### src/rtl/axi_write_arbiter_if.sv
// Bundled requester-side and slave-side write channels (AW, W, B) of the arbiter.
// "master" is the arbiter's view; "slave" is the view of the surrounding masters and slave.
interface axi_write_arbiter_if #(
  parameter int unsigned NUM_MASTERS = 4,
  parameter int unsigned ID_W        = 6,
  parameter int unsigned ADDR_W      = 33,
  parameter int unsigned LEN_W       = 4,
  parameter int unsigned DATA_W      = 8
);
  logic [NUM_MASTERS-1:0]        m_awvalid;
  logic [NUM_MASTERS-1:0]        m_awready;
  logic [NUM_MASTERS*ID_W-1:0]   m_awid;
  logic [NUM_MASTERS*ADDR_W-1:0] m_awaddr;
  logic [NUM_MASTERS*LEN_W-1:0]  m_awlen;
  logic [NUM_MASTERS-1:0]        m_wvalid;
  logic [NUM_MASTERS-1:0]        m_wready;
  logic [NUM_MASTERS*DATA_W-1:0] m_wdata;
  logic [NUM_MASTERS-1:0]        m_wlast;
  logic [NUM_MASTERS-1:0]        m_bvalid;
  logic [NUM_MASTERS-1:0]        m_bready;
  logic [ID_W-1:0]               m_bid;
  logic [1:0]                    m_bresp;

  logic                          s_awvalid;
  logic                          s_awready;
  logic [ID_W-1:0]               s_awid;
  logic [ADDR_W-1:0]             s_awaddr;
  logic [LEN_W-1:0]              s_awlen;
  logic                          s_wvalid;
  logic                          s_wready;
  logic [DATA_W-1:0]             s_wdata;
  logic                          s_wlast;
  logic                          s_bvalid;
  logic                          s_bready;
  logic [ID_W-1:0]               s_bid;
  logic [1:0]                    s_bresp;

  modport master (
    input  m_awvalid, m_awid, m_awaddr, m_awlen, m_wvalid, m_wdata, m_wlast, m_bready,
    output m_awready, m_wready, m_bvalid, m_bid, m_bresp,
    output s_awvalid, s_awid, s_awaddr, s_awlen, s_wvalid, s_wdata, s_wlast, s_bready,
    input  s_awready, s_wready, s_bvalid, s_bid, s_bresp
  );

  modport slave (
    output m_awvalid, m_awid, m_awaddr, m_awlen, m_wvalid, m_wdata, m_wlast, m_bready,
    input  m_awready, m_wready, m_bvalid, m_bid, m_bresp,
    input  s_awvalid, s_awid, s_awaddr, s_awlen, s_wvalid, s_wdata, s_wlast, s_bready,
    output s_awready, s_wready, s_bvalid, s_bid, s_bresp
  );
endinterface

### src/rtl/axi_write_arbiter.sv
// Round-robin arbiter granting one complete AXI write (AW, W beats, B) at a time
// to one of NUM_MASTERS requesters; WLAST towards the slave comes from a beat counter.
module axi_write_arbiter #(
  parameter int unsigned NUM_MASTERS = 4,
  parameter int unsigned ID_W        = 6,
  parameter int unsigned ADDR_W      = 33,
  parameter int unsigned LEN_W       = 4,
  parameter int unsigned DATA_W      = 8,
  localparam int unsigned G          = (NUM_MASTERS > 1) ? $clog2(NUM_MASTERS) : 1
) (
  input  logic                 clk,
  input  logic                 reset,
  axi_write_arbiter_if.master  bus,
  output logic [G-1:0]         grant,
  output logic                 busy,
  output logic                 wlast_err
);

  typedef enum logic [1:0] {IDLE, ADDR, DATA, RESP} state_t;

  state_t           state_q, state_d;
  logic [G-1:0]     grant_q, grant_d;
  logic [G-1:0]     rr_ptr_q, rr_ptr_d;
  logic [LEN_W-1:0] beats_q, beats_d;

  logic              g_awvalid, g_wvalid, g_wlast, g_bready;
  logic [ID_W-1:0]   g_awid;
  logic [ADDR_W-1:0] g_awaddr;
  logic [LEN_W-1:0]  g_awlen;
  logic [DATA_W-1:0] g_wdata;
  logic              aw_hs, w_hs, b_hs, last_beat;
  logic              scan_hit;
  int unsigned       scan_idx;

  assign g_awvalid = bus.m_awvalid[grant_q];
  assign g_wvalid  = bus.m_wvalid[grant_q];
  assign g_wlast   = bus.m_wlast[grant_q];
  assign g_bready  = bus.m_bready[grant_q];
  assign g_awid    = bus.m_awid[grant_q*ID_W +: ID_W];
  assign g_awaddr  = bus.m_awaddr[grant_q*ADDR_W +: ADDR_W];
  assign g_awlen   = bus.m_awlen[grant_q*LEN_W +: LEN_W];
  assign g_wdata   = bus.m_wdata[grant_q*DATA_W +: DATA_W];

  assign last_beat = (beats_q == '0);
  assign aw_hs     = (state_q == ADDR) && g_awvalid && bus.s_awready;
  assign w_hs      = (state_q == DATA) && g_wvalid && bus.s_wready;
  assign b_hs      = (state_q == RESP) && bus.s_bvalid && g_bready;

  always_ff @(posedge clk or negedge reset) begin
    if (!reset) begin
      state_q  <= IDLE;
      grant_q  <= '0;
      rr_ptr_q <= '0;
      beats_q  <= '0;
    end else begin
      state_q  <= state_d;
      grant_q  <= grant_d;
      rr_ptr_q <= rr_ptr_d;
      beats_q  <= beats_d;
    end
  end

  always_comb begin
    state_d  = state_q;
    grant_d  = grant_q;
    rr_ptr_d = rr_ptr_q;
    beats_d  = beats_q;
    scan_hit = 1'b0;
    scan_idx = 0;
    case (state_q)
      IDLE: begin
        // Rotating-priority scan starting at rr_ptr, wrapping without a modulo operator.
        for (int unsigned i = 0; i < NUM_MASTERS; i++) begin
          scan_idx = int'(rr_ptr_q) + i;
          if (scan_idx >= NUM_MASTERS) scan_idx = scan_idx - NUM_MASTERS;
          if (!scan_hit && bus.m_awvalid[scan_idx]) begin
            scan_hit = 1'b1;
            grant_d  = G'(scan_idx);
          end
        end
        if (scan_hit) state_d = ADDR;
      end
      ADDR: begin
        if (aw_hs) begin
          beats_d = g_awlen;
          state_d = DATA;
        end
      end
      DATA: begin
        if (w_hs) begin
          if (last_beat) state_d = RESP;
          else           beats_d = beats_q - 1'b1;
        end
      end
      RESP: begin
        if (b_hs) begin
          rr_ptr_d = (grant_q == G'(NUM_MASTERS - 1)) ? '0 : grant_q + 1'b1;
          state_d  = IDLE;
        end
      end
      default: state_d = IDLE;
    endcase
  end

  always_comb begin
    bus.m_awready = '0;
    bus.m_wready  = '0;
    bus.m_bvalid  = '0;
    bus.m_bid     = '0;
    bus.m_bresp   = '0;
    bus.s_awvalid = 1'b0;
    bus.s_awid    = '0;
    bus.s_awaddr  = '0;
    bus.s_awlen   = '0;
    bus.s_wvalid  = 1'b0;
    bus.s_wdata   = '0;
    bus.s_wlast   = 1'b0;
    bus.s_bready  = 1'b0;
    wlast_err     = 1'b0;
    case (state_q)
      ADDR: begin
        bus.s_awvalid          = g_awvalid;
        bus.s_awid             = g_awid;
        bus.s_awaddr           = g_awaddr;
        bus.s_awlen            = g_awlen;
        bus.m_awready[grant_q] = bus.s_awready;
      end
      DATA: begin
        bus.s_wvalid          = g_wvalid;
        bus.s_wdata           = g_wdata;
        bus.s_wlast           = last_beat;
        bus.m_wready[grant_q] = bus.s_wready;
        wlast_err             = w_hs && (g_wlast != last_beat);
      end
      RESP: begin
        bus.m_bvalid[grant_q] = bus.s_bvalid;
        bus.m_bid             = bus.s_bvalid ? bus.s_bid : '0;
        bus.m_bresp           = bus.s_bvalid ? bus.s_bresp : '0;
        bus.s_bready          = g_bready;
      end
      default: ;
    endcase
  end

  assign grant = grant_q;
  assign busy  = (state_q != IDLE);

endmodule

### src/flat_wrapper.sv
// flat-port wrapper written by rule: the top's interface ports become plain ports
module axi_write_arbiter_flat 
#(
  parameter int unsigned NUM_MASTERS = 4,
  parameter int unsigned ID_W        = 6,
  parameter int unsigned ADDR_W      = 33,
  parameter int unsigned LEN_W       = 4,
  parameter int unsigned DATA_W      = 8,
  localparam int unsigned G          = (NUM_MASTERS > 1) ? $clog2(NUM_MASTERS) : 1
)
  (clk, reset, grant, busy, wlast_err, bus_m_awvalid, bus_m_awid, bus_m_awaddr, bus_m_awlen, bus_m_wvalid, bus_m_wdata, bus_m_wlast, bus_m_bready, bus_m_awready, bus_m_wready, bus_m_bvalid, bus_m_bid, bus_m_bresp, bus_s_awvalid, bus_s_awid, bus_s_awaddr, bus_s_awlen, bus_s_wvalid, bus_s_wdata, bus_s_wlast, bus_s_bready, bus_s_awready, bus_s_wready, bus_s_bvalid, bus_s_bid, bus_s_bresp);
  axi_write_arbiter_if #(.NUM_MASTERS(NUM_MASTERS), .ID_W(ID_W), .ADDR_W(ADDR_W), .LEN_W(LEN_W), .DATA_W(DATA_W)) bus_i ();
  input  logic clk;
  input  logic reset;
  output logic [G-1:0] grant;
  output logic busy;
  output logic wlast_err;
  input wire logic [$bits(bus_i.m_awvalid)-1:0] bus_m_awvalid;
  input wire logic [$bits(bus_i.m_awid)-1:0] bus_m_awid;
  input wire logic [$bits(bus_i.m_awaddr)-1:0] bus_m_awaddr;
  input wire logic [$bits(bus_i.m_awlen)-1:0] bus_m_awlen;
  input wire logic [$bits(bus_i.m_wvalid)-1:0] bus_m_wvalid;
  input wire logic [$bits(bus_i.m_wdata)-1:0] bus_m_wdata;
  input wire logic [$bits(bus_i.m_wlast)-1:0] bus_m_wlast;
  input wire logic [$bits(bus_i.m_bready)-1:0] bus_m_bready;
  output wire logic [$bits(bus_i.m_awready)-1:0] bus_m_awready;
  output wire logic [$bits(bus_i.m_wready)-1:0] bus_m_wready;
  output wire logic [$bits(bus_i.m_bvalid)-1:0] bus_m_bvalid;
  output wire logic [$bits(bus_i.m_bid)-1:0] bus_m_bid;
  output wire logic [$bits(bus_i.m_bresp)-1:0] bus_m_bresp;
  output wire logic [$bits(bus_i.s_awvalid)-1:0] bus_s_awvalid;
  output wire logic [$bits(bus_i.s_awid)-1:0] bus_s_awid;
  output wire logic [$bits(bus_i.s_awaddr)-1:0] bus_s_awaddr;
  output wire logic [$bits(bus_i.s_awlen)-1:0] bus_s_awlen;
  output wire logic [$bits(bus_i.s_wvalid)-1:0] bus_s_wvalid;
  output wire logic [$bits(bus_i.s_wdata)-1:0] bus_s_wdata;
  output wire logic [$bits(bus_i.s_wlast)-1:0] bus_s_wlast;
  output wire logic [$bits(bus_i.s_bready)-1:0] bus_s_bready;
  input wire logic [$bits(bus_i.s_awready)-1:0] bus_s_awready;
  input wire logic [$bits(bus_i.s_wready)-1:0] bus_s_wready;
  input wire logic [$bits(bus_i.s_bvalid)-1:0] bus_s_bvalid;
  input wire logic [$bits(bus_i.s_bid)-1:0] bus_s_bid;
  input wire logic [$bits(bus_i.s_bresp)-1:0] bus_s_bresp;
  assign bus_i.m_awvalid = bus_m_awvalid;
  assign bus_i.m_awid = bus_m_awid;
  assign bus_i.m_awaddr = bus_m_awaddr;
  assign bus_i.m_awlen = bus_m_awlen;
  assign bus_i.m_wvalid = bus_m_wvalid;
  assign bus_i.m_wdata = bus_m_wdata;
  assign bus_i.m_wlast = bus_m_wlast;
  assign bus_i.m_bready = bus_m_bready;
  assign bus_m_awready = bus_i.m_awready;
  assign bus_m_wready = bus_i.m_wready;
  assign bus_m_bvalid = bus_i.m_bvalid;
  assign bus_m_bid = bus_i.m_bid;
  assign bus_m_bresp = bus_i.m_bresp;
  assign bus_s_awvalid = bus_i.s_awvalid;
  assign bus_s_awid = bus_i.s_awid;
  assign bus_s_awaddr = bus_i.s_awaddr;
  assign bus_s_awlen = bus_i.s_awlen;
  assign bus_s_wvalid = bus_i.s_wvalid;
  assign bus_s_wdata = bus_i.s_wdata;
  assign bus_s_wlast = bus_i.s_wlast;
  assign bus_s_bready = bus_i.s_bready;
  assign bus_i.s_awready = bus_s_awready;
  assign bus_i.s_wready = bus_s_wready;
  assign bus_i.s_bvalid = bus_s_bvalid;
  assign bus_i.s_bid = bus_s_bid;
  assign bus_i.s_bresp = bus_s_bresp;
  axi_write_arbiter #(.NUM_MASTERS(NUM_MASTERS), .ID_W(ID_W), .ADDR_W(ADDR_W), .LEN_W(LEN_W), .DATA_W(DATA_W)) u_core (.clk(clk), .reset(reset), .bus(bus_i), .grant(grant), .busy(busy), .wlast_err(wlast_err));
endmodule
### config.mk
export PLATFORM = sky130hd
export DESIGN_NAME = axi_write_arbiter_flat
export DESIGN_NICKNAME = d
export VERILOG_FILES = /design/src/rtl/axi_write_arbiter_if.sv /design/src/rtl/axi_write_arbiter.sv /design/src/flat_wrapper.sv
export SDC_FILE = /design/constraint.sdc
export NUM_CORES = 1
export LEC_CHECK = 0
export CAP_MARGIN = 20
export CORE_AREA = 2 2 122 124
export DETAILED_ROUTE_END_ITERATION = 8
export DIE_AREA = 0 0 124 126
export PLACE_DENSITY = 0.6
export SLEW_MARGIN = 20
export SYNTH_ARGS = -nofsm -noshare
export SYNTH_HDL_FRONTEND = slang
export SYNTH_SLANG_ARGS = --single-unit
### constraint.sdc
create_clock -name clk -period 5.5 [get_ports clk]
set_input_delay 0.55 -clock clk [delete_from_list [all_inputs] [get_ports clk]]
set_output_delay 0.55 -clock clk [all_outputs]
set_load 0.005 [all_outputs]
### Yosys cells after proc, flatten, opt, wreduce, memory -nomap -nowiden

Index checks and enable logic that the tools add are counted.
W data, S select, Z words.

* logic and storage cells: 131
* bits of input ports: 233
* output and inout port bits: 79
* flip-flop bits (word level): 10

* magnitude comparators: 10
* multipliers: 2
* reductions and logical operators: 23
* eq/ne operators: 11
* shift-type cells: 4
* muxes and demuxes: 65
* add/subtract/negate cells: 9
* bitwise logic cells: 3

Operators by type and width (number)
* $mux W32: 8
* $shiftx A132 B9 Y33: 1
* $lt A32 B3 Y1 const B: 4
* $ge A32 B3 Y1 const B: 3
* $sub A32 B3 Y32 const B: 3
* $mux W33: 1
* $shiftx A32 B6 Y8: 1
* $mux W4: 7
* $mux W2: 12
* $shiftx A24 B6 Y6: 1
* $mux W1: 22
* $mux W6: 3
* $bmux W1 S2: 8
* $shiftx A16 B5 Y4: 1
* $and A4 B4 Y4: 3
* $logic_and A1 B1 Y1: 11
* $mul A2 B6 Y8 const B: 1
* $mux W8: 1
* $ne A2 B1 Y1 const B: 4
* $pmux W2 S4: 1
* $pmux W4 S2: 1
* $add A2 B2 Y3 const B: 2
* $eq A2 B2 Y1 const B: 3
* $reduce_and A5 Y1: 1
* 19 further kinds: 24

### Logic depth before layout (Yosys ltp)

Gate-level depths: netlist (run 1).

* depth after elaboration: 21
* depth in mapped cells: 7
* mapped depth without buffers: 6

### Least setup slack after synthesis (run 1)

OpenSTA, ideal clock, no wires.

* kind: reg-to-output
* start: register u_core.grant_q[0], in the netlist u_core.grant[0]
* end: output port bus_s_awaddr[0]
* path buffers: 3
* data required time: 4.950 ns
* cell stages (with the launch flop): 6
* slack: 3.183 ns
* arrival time: 1.767 ns
* cell sequence: dfrtp_1 > buf_6 > buf_2 > buf_2 > mux4_2 > and2_1

* word-level cells in the longest chain between the ends: 3

Ends and longest elaborated chain
* start, declared: RTL line axi_write_arbiter.sv:22 `logic [G-1:0] grant_q, grant_d;`
* start signal, assigned: RTL line axi_write_arbiter.sv:57 `grant_q <= grant_d;`
* $mul A2 B6 Y8: RTL line axi_write_arbiter.sv:40 `assign g_awaddr = bus.m_awaddr[grant_q*ADDR_W +: ADDR_W];`
* $shiftx A132 B9 Y33: RTL line axi_write_arbiter.sv:40
* $mux W33: RTL line axi_write_arbiter.sv:120 `case (state_q)`
* end, declared: RTL line flat_wrapper.sv:33 `output wire logic [$bits(bus_i.s_awaddr)-1:0] bus_s_awaddr;`

No other way between the ends.

### Worst setup path in the final report (run 1)

* start: register u_core.grant_q[0], in the netlist u_core.grant[0]
* end: output port bus_s_awaddr[17]

Same word-level chain as after synthesis.

==> results of run 1 <==
## flip-flops by register name, indices dropped and copies added, names as in the netlist
signal,count
u_core.grant,2
u_core.rr_ptr_q,2
u_core.state_q,2
u_core.beats_q,4
## where the power goes
group	leakage (uW)	switching, uW	total (uW)	internal (uW)
Combinational	0.00206	544	1480	941
Clock	0.0000442	36.1	146	109
Sequential	0.000117	126	240	114
Total	0.00222	706	1870	1160
## routing by layer
layer	track usage	up-vias	part of all wire
met2	0.319	183	0.55
li1	-	1556	-
met5	0	-	0
met1	0.178	1590	0.34
met3	0.0421	27	0.084
met4	0.0522	0	0.031
## cell usage in the layout, fill, tap and decap left out, drive strengths merged, types with 3 or more instances in the layout
cell | netlist | final
clkdlybuf4s50 | 0 | 311
mux4 | 53 | 53
and2 | 53 | 53
and3 | 23 | 23
nand2 | 13 | 13
inv | 12 | 12
nor2 | 12 | 12
dfrtp | 10 | 10
ha | 9 | 9
mux2i | 7 | 7
o21ai | 6 | 6
a21oi | 6 | 6
clkbuf | 14 | 4
mux2 | 3 | 3
## final cells by class
| cell class | instances | area [um2] |
|---|---|---|
| Multi-Input combinational cell | 208 | 2220 |
| Inverter | 12 | 45.0 |
| Clock buffer | 4 | 88.8 |
| Sequential cell | 10 | 255 |
| Timing Repair Buffer | 313 | 3130 |
| Fill cell | 1412 | 8350 |
| Tap cell | 184 | 230 |
## kinds of logic after synthesis
logic type | after synthesis | synth area share
AOI/OAI and AO/OA | 20 | 0.0550
muxes | 63 | 0.496
and+or+nand+nor | 115 | 0.251
buffers and inverters | 35 | 0.0564
DFF | 10 | 0.0956
adders and majority gates | 9 | 0.0430
xor gates and xnor gates | 1 | 0.00335
## worst max-delay path by stage
stage | end | cells past startpoint | slack, ps | from
final | bus_s_awaddr[17] | 4 | 2110 | u_core.grant[0]
after CTS | bus_s_awaddr[17] | 4 | 2010 | u_core.grant[0]
after global routing | bus_s_awaddr[20] | 4 | 1880 | u_core.grant[0]
after floorplan | bus_s_awaddr[0] | 5 | 3180 | u_core.grant[0]
after detailed placement | bus_s_awaddr[26] | 4 | 2270 | u_core.grant[0]
after global placement | bus_s_awaddr[17] | 4 | 2300 | u_core.grant[0]
## per-stage QoR
step	setup WS [ps]	instance area, um2	hold WS [ps]	cells
6_report	2110	5970	556	731
4_1_cts	2010	5970	560	731
3_5_place_dp	2270	5880	547	727
5_1_grt	1880	5970	604	731
3_3_place_gp	2300	5880	540	727
2_1_floorplan	3180	2620	254	253
## worst register-to-register path: cells and delay by family (launching register included)
kind / cells / cell delay [ps]
buffers and inverters: 1 / 530
DFF: 1 / 800
and+or+nand+nor: 1 / 140
muxes: 1 / 390
AOI/OAI and AO/OA: 3 / 820
==> flow_metrics.tcl, run 1 <==
set metrics [dict create \
    slew_violations 0 \
    coreArea_um2 14300 \
    r2r_slack_ps 2700 \
    ant_nets 0 \
    post_cts_buffers 0 \
    slowest_delay_ps 870 \
    vdd_drop_max_mv 0.134 \
    clock-skew-final_ps 0.756 \
    gp_congestion 0.945 \
    synth_flop_cell "dfrtp_1" \
    total_power_uw 1870 \
    cp.buffers_inverters 2 \
    status "complete, no violations" \
    final_util 0.417 \
    die_h_um 126 \
    cts_made_buffers 3 \
    synth-seq-cells 10 \
    crit_fanout 40 \
    die_x_um 124 \
    num_rows 44 \
    async_reset_ff_frac 1.00 \
    endpoint_kind "output pin" \
    port_buffers 311 \
    slowest_stage "dfrtp_4" \
    setup_tns_ps 0 \
    grt_pass1_wl_um 20200 \
    wl_um 13600 \
    hold_viol_final 0 \
    die_area_um2 15600 \
    crit_path_start_kind "flip-flop" \
    synth_commonest_cells "53 x and2_1, 53 x mux4_2, 23 x and3_1" \
    hold_buffers 0 \
    ys_seq_area_frac 0.0956 \
    max_freq_mhz 295 \
    maxCapViolations 0 \
    finalSetupViolCount 0 \
    ys_top_cells_by_area "mux4_2 46%, and2_1 13%, dfrtp_1 9.6%" \
    final_nets 790 \
    grt_pass1_vias 3675 \
    viasPerCell 4.59 \
    cpLargestDelayFamily "buffers and inverters" \
    rr_endpoint "u_core.state_q[1]" \
    arrival_ps 2840 \
    worst_slew_pin_slew_ps 809 \
    cp.required_ps 4950 \
    syn-num-nets 495 \
    cts.htree.levels 1 \
    yosys.area.top_type "mux4_2" \
    cts_resized 0 \
    syn_area_per_cell_um2 10.3 \
    fin_crit_ps 3390 \
    cts_tree "done" \
    synth_top_area_frac 0.456 \
    cts_root_buf "clkbuf_16" \
    clk_latency_ps 240 \
    start_util 0.183 \
    p_leak_uw 0.00222 \
    reg2reg_from "u_core.grant[1]" \
    min_delay_worst_endpoint "u_core.beats_q[1]" \
    drc 0 \
    synthCells 253 \
    clk_pin_slew_ps 40 \
    synth.distinct_cells 33 \
    area_growth_pct 128 \
    holdPathStages 2 \
    ys_warn_count 0 \
    grt_max_degree 52 \
    antenna_found_initial 0 \
    vias 3356 \
    drt_iter0_drc 121 \
    grt.total_usage 0.168 \
    synth_edf_count 0 \
    worstPathCellList "buf_4, mux4_2, and2_1, clkdlybuf4s50_1" \
    cts_sinks 10 \
    powerDensity_nw_per_um2 313 \
    rsz0062_at_grt "no" \
    wl_per_cell_um 18.6 \
    drive_gt1_frac 0.126 \
    slew_headroom 0.461 \
    io_pins 312 \
    synth_area_um2 2620 \
    grt.overflow.total 0 \
    hold_class "reg2reg" \
    r2r_cells 6 \
    finalCritPeriodShare 0.617 \
    min_from "u_core.beats_q[1]" \
    dr.pass1.iters 4 \
    clockBufferDepth 2 \
    dp_hpwl_um 11800 \
    path_class "reg2out" \
    diodes 0 \
]
Note: power is estimated with default switching activity, not from simulation.
==> run 2, diff against run 1 <==
--- a/config.mk
+++ b/config.mk
@@ -9,7 +9,7 @@
 export CORE_AREA = 2 2 122 124
 export DETAILED_ROUTE_END_ITERATION = 8
 export DIE_AREA = 0 0 124 126
-export PLACE_DENSITY = 0.6
+export PLACE_DENSITY = 0.62
 export SLEW_MARGIN = 20
 export SYNTH_ARGS = -nofsm -noshare
 export SYNTH_HDL_FRONTEND = slang
==> constraint.sdc (replaced) <==
create_clock -name clk -period 2.8 [get_ports clk]
set_input_delay 0.28 -clock clk [delete_from_list [all_inputs] [get_ports clk]]
set_output_delay 0.28 -clock clk [all_outputs]
set_load 0.005 [all_outputs]
==> run 2 against run 1 <==
  * First-iteration DRC count decreased by 15%
  * Clock power increased by 79%
  * Global-route usage increased by 0.50 points
  * Wire length increased by 2.3%
  * Sequential power increased by 57%
  * Power increased by 100%
  * Final cell count increased by 0.82%
  * Non-clock buffer count increased by 6
  * Sequential share of layout area decreased by 0.058 points
  * Combinational power increased by 110%
  * Core utilization increased by 0.58 points
  * Critical path depth unchanged
==> flow_metrics.tcl, run 2 (synthesized netlist as in run 1, its figures left out) <==
set metrics [dict create \
    endpoint_kind "output pin" \
    slew_violations 0 \
    slew_headroom 0.656 \
    max_freq_mhz 385 \
    die_h_um 126 \
    hold_class "in2async" \
    die_area_um2 15600 \
    powerDensity_nw_per_um2 624 \
    hold_viol_final 0 \
    viasPerCell 4.61 \
    clk_pin_slew_ps 40 \
    vias 3398 \
    clockBufferDepth 2 \
    wl_per_cell_um 18.9 \
    final_cell_mix "311 x clkdlybuf4s50_1, 53 x mux4_2, 53 x and2_1" \
    grt_max_degree 33 \
    dr.pass1.iters 4 \
    antenna_found_initial 0 \
    cp.required_ps 2520 \
    status "complete, no violations" \
    port_buffers 311 \
    grt_pass1_vias 3755 \
    grt.overflow.total 0 \
    crit_path_start_kind "flip-flop" \
    grt_pass1_wl_um 20600 \
    ant_nets 0 \
    final_util 0.423 \
    area_growth_pct 131 \
    drive_gt1_frac 0.132 \
    post_cts_buffers 0 \
    arrival_ps 2320 \
    regMostFlops "u_core.beats_q" \
    dp_hpwl_um 12300 \
    cts_made_buffers 3 \
    coreArea_um2 14300 \
    r2r_cells 5 \
    gp_congestion 0.926 \
    fin_crit_ps 2600 \
    vdd_drop_max_mv 0.236 \
    rsz0062_at_grt "no" \
    postLayoutCellArea_um2 6050 \
    drt_iter0_drc 103 \
    final_nets 796 \
    maxCapViolations 0 \
    io_pins 312 \
    total_power_uw 3780 \
    wl_um 13900 \
    start_util 0.183 \
    crit_fanout 23 \
    num_rows 44 \
    path_class "reg2out" \
    cts_root_buf "clkbuf_16" \
    drc 0 \
    cts_sinks 10 \
    setup_tns_ps 0 \
    grt.total_usage 0.173 \
    clk_latency_ps 240 \
    placed_cell_area_um2 5970 \
    p_leak_uw 0.00226 \
    cts_resized 0 \
    diodes 0 \
    cts_tree "done" \
    clock-skew-final_ps 1.60 \
    mostFrequentLayoutCell "clkdlybuf4s50_1" \
    finalCritPeriodShare 0.929 \
    largest_register_ffs 4 \
    worst_slew_pin_slew_ps 514 \
    hold_buffers 0 \
    die_x_um 124 \
    cts.htree.levels 1 \
    finalSetupViolCount 0 \
]
run 2: area by class of cell:
type,instances,area (um2)
flip-flops and latches,10,255
well taps,184,230
repair buffers,319,3220
inverters,12,45.0
fillers,1432,8260
clock buffers,4,78.8
multi-input cells,208,2220
run 2: metrics by stage:
step / setup WS (ps) / cells / hold slack, ps
final: 200 / 737 / 388
after global routing: 103 / 737 / 431
after CTS: 168 / 737 / 399
after detailed placement: 379 / 733 / 551
after global placement: 422 / 733 / 536
after floorplan: 753 / 253 / -15.6
run 2: worst paths after layout:
path	startpoint	endpoint	slack, ps
setup / recovery	u_core.grant[0]	bus_s_awaddr[4]	200
hold / removal	reset	u_core.beats_q[3]	390
setup reg to reg	u_core.grant[0]	u_core.state_q[1]	600
hold reg to reg	u_core.rr_ptr_q[0]	u_core.rr_ptr_q[0]	560
max in group asynchronous	reset	u_core.grant[0]	2030
min in group clk	u_core.rr_ptr_q[0]	u_core.rr_ptr_q[0]	560
run 2: critical path, stage by stage (launching register included):
cell,delay [ps]
dfrtp_4,620
buf_12,260
mux4_2,530
and2_1,170
clkdlybuf4s50_1,470
run 2: report_power, final:
part / switching (uW) / internal (uW)
clock network: 69.8 / 191
registers: 150 / 226
logic: 1190 / 1950
run 2: routing by layer:
metal	GRT usage	part of all wire
met3	0.0385	0.080
met1	0.185	0.35
met4	0.0456	0.019
met5	0	0
met2	0.334	0.55
==> run 3, diff against run 2 <==
--- a/config.mk
+++ b/config.mk
@@ -6,10 +6,10 @@
 export NUM_CORES = 1
 export LEC_CHECK = 0
 export CAP_MARGIN = 20
-export CORE_AREA = 2 2 122 124
+export CORE_AREA = 5 5 119 121
 export DETAILED_ROUTE_END_ITERATION = 8
 export DIE_AREA = 0 0 124 126
-export PLACE_DENSITY = 0.62
+export PLACE_DENSITY = 0.65
 export SLEW_MARGIN = 20
 export SYNTH_ARGS = -nofsm -noshare
 export SYNTH_HDL_FRONTEND = slang
==> constraint.sdc (replaced) <==
create_clock -name clk -period 2.7 [get_ports clk]
set_input_delay 0.27 -clock clk [delete_from_list [all_inputs] [get_ports clk]]
set_output_delay 0.27 -clock clk [all_outputs]
set_load 0.005 [all_outputs]
==> run 3 against run 2 <==
  * Final cell count decreased by 0.81%
  * Setup slack lost 14 ps
  * Clock skew about the same
  * Clock-buffer cell count stayed put
  * Combinational power increased by 4%
  * Sequential power up 6.6%
  * Critical path depth stayed put
  * Sequential share of layout area is essentially flat
  * Die area did not move
  * Global-route usage rose by 0.19 points
  * Power is 4.6% higher
  * Register-to-register slack got worse by 170 ps
  * Critical path type unchanged
==> flow_metrics.tcl, run 3 (synthesized netlist as in run 1, its figures left out) <==
set metrics [dict create \
    path_class "reg2out" \
    slew_headroom 0.622 \
    r2r_cells 6 \
    vdd_drop_max_mv 0.316 \
    vias 3374 \
    p_clk_frac 0.068 \
    crit_fanout 20 \
    start_util 0.202 \
    slowest_stage "dfrtp_4" \
    io_pins 312 \
    r2r_slack_ps 430 \
    die_h_um 126 \
    dp_hpwl_um 12700 \
    grt_pass1_vias 3799 \
    slew_violations 0 \
    wl_um 14300 \
    cp.depth 4 \
    drt_iter0_drc 87 \
    crit_path_start_kind "flip-flop" \
    comb_power_share 0.830 \
    diodes 0 \
    largest_register_ffs 4 \
    max_freq_mhz 398 \
    powerDensity_nw_per_um2 652 \
    finalSetupViolCount 0 \
    mostFrequentLayoutCell "clkdlybuf4s50_1" \
    area_growth_pct 132 \
    drc 0 \
    viasPerCell 4.62 \
    cts_resized 0 \
    maxCapViolations 0 \
    hold_viol_final 0 \
    drive_gt1_frac 0.135 \
    grt.total_usage 0.175 \
    grtUsageMet1 0.181 \
    hold_buffers 0 \
    regMostFlops "u_core.beats_q" \
    clk_pin_slew_ps 40 \
    cp.buffers_inverters 2 \
    wl_per_cell_um 19.6 \
    clockBufferDepth 2 \
    use_met2 0.321 \
    endpoint_kind "output pin" \
    rsz0062_at_grt "no" \
    p_seq_frac 0.101 \
    final_util 0.467 \
    final_cell_mix "311 x clkdlybuf4s50_1, 53 x mux4_2, 53 x and2_1" \
    worstSetupEndpoint "bus_s_awaddr[13]" \
    setup_tns_ps 0 \
    use_met3 0.0610 \
    die_x_um 124 \
    num_rows 42 \
    nFillCells 1204 \
    worstPathCellList "buf_12, mux4_2, and2_1, clkdlybuf4s50_1" \
    grt_pass1_wl_um 21100 \
    cts_sinks 10 \
    gp_congestion 0.907 \
    die_area_um2 15600 \
    cts_tree "done" \
    top_usage_layer "met2" \
    status "complete, no violations" \
    reg2reg_from "u_core.grant[0]" \
    fin_crit_ps 2510 \
    cpLargestDelayFamily "buffers and inverters" \
    port_buffers 311 \
    grt.overflow.total 0 \
    clk_latency_ps 240 \
    cts_root_buf "clkbuf_16" \
    rr_endpoint "u_core.state_q[1]" \
    swShare 0.372 \
    post_cts_buffers 0 \
    p_leak_uw 0.00227 \
    final_nets 798 \
    clock-skew-final_ps 1.69 \
    cp.required_ps 2430 \
    grt_max_degree 28 \
    cts.htree.levels 1 \
    antenna_found_initial 0 \
    finalCritPeriodShare 0.931 \
    ant_nets 0 \
    arrival_ps 2240 \
    worst_slew_pin_slew_ps 567 \
    hold_class "in2async" \
    power_switching_uw 1470 \
    coreArea_um2 13000 \
    dr.pass1.iters 4 \
    slowest_delay_ps 580 \
    cts_made_buffers 3 \
    p_int_uw 2480 \
    crit_path_start "u_core.grant[0]" \
]
-- run 3: cell count changes in the layout (fill, tap and decap cells not counted) --
cell	change
buf_6	+1
buf_4	+1
-- run 3: final cells by class --
cell class | count | area [um2] | area share
Clock buffer | 4 | 78.8 | 0.0130
Inverter | 12 | 45.0 | 0.00743
Multi-Input combinational cell | 208 | 2220 | 0.366
Sequential cell | 10 | 255 | 0.0421
Tap cell | 176 | 220 | 0.0363
Timing Repair Buffer | 321 | 3240 | 0.535
-- run 3: power by group through the flow --
stage | registers [uW] | clock network [uW] | logic (uW)
after floorplan | 286 | 0 | 1850
after global placement | 418 | 0 | 3240
after detailed placement | 424 | 0 | 3300
after CTS | 427 | 272 | 3300
after global routing | 423 | 285 | 3540
final | 401 | 269 | 3280
-- run 3: worst min path at each step --
| stage | end | slack (ps) | depth (start not counted) |
|---|---|---|---|
| 2_1_floorplan | u_core.beats_q[0] | -30 | 0 |
| 3_3_place_gp | u_core.beats_q[1] | 540 | 2 |
| 3_5_place_dp | u_core.beats_q[1] | 540 | 2 |
| 4_1_cts | u_core.state_q[1] | 390 | 1 |
| 5_1_grt | u_core.state_q[1] | 410 | 1 |
| 6_report | u_core.beats_q[2] | 370 | 1 |
-- run 3: through the flow --
stage          worst slack, ps  hold slack, ps  std cells  cell area, um2  power (uW)
6_report                   186             371        731            6060        3950
5_1_grt                   85.6             406        731            6060        4250
4_1_cts                   65.6             390        730            6050        4000
3_5_place_dp               330             543        726            5970        3720
3_3_place_gp               337             535        726            5970        3660
2_1_floorplan              663           -25.6        253            2620        2130
-- run 3: metal layers --
metal / up-vias / wire (um)
met3: 30 / 1490
met5: - / 0
met1: 1587 / 4810
li1: 1577 / -
met2: 180 / 7540
met4: 0 / 494
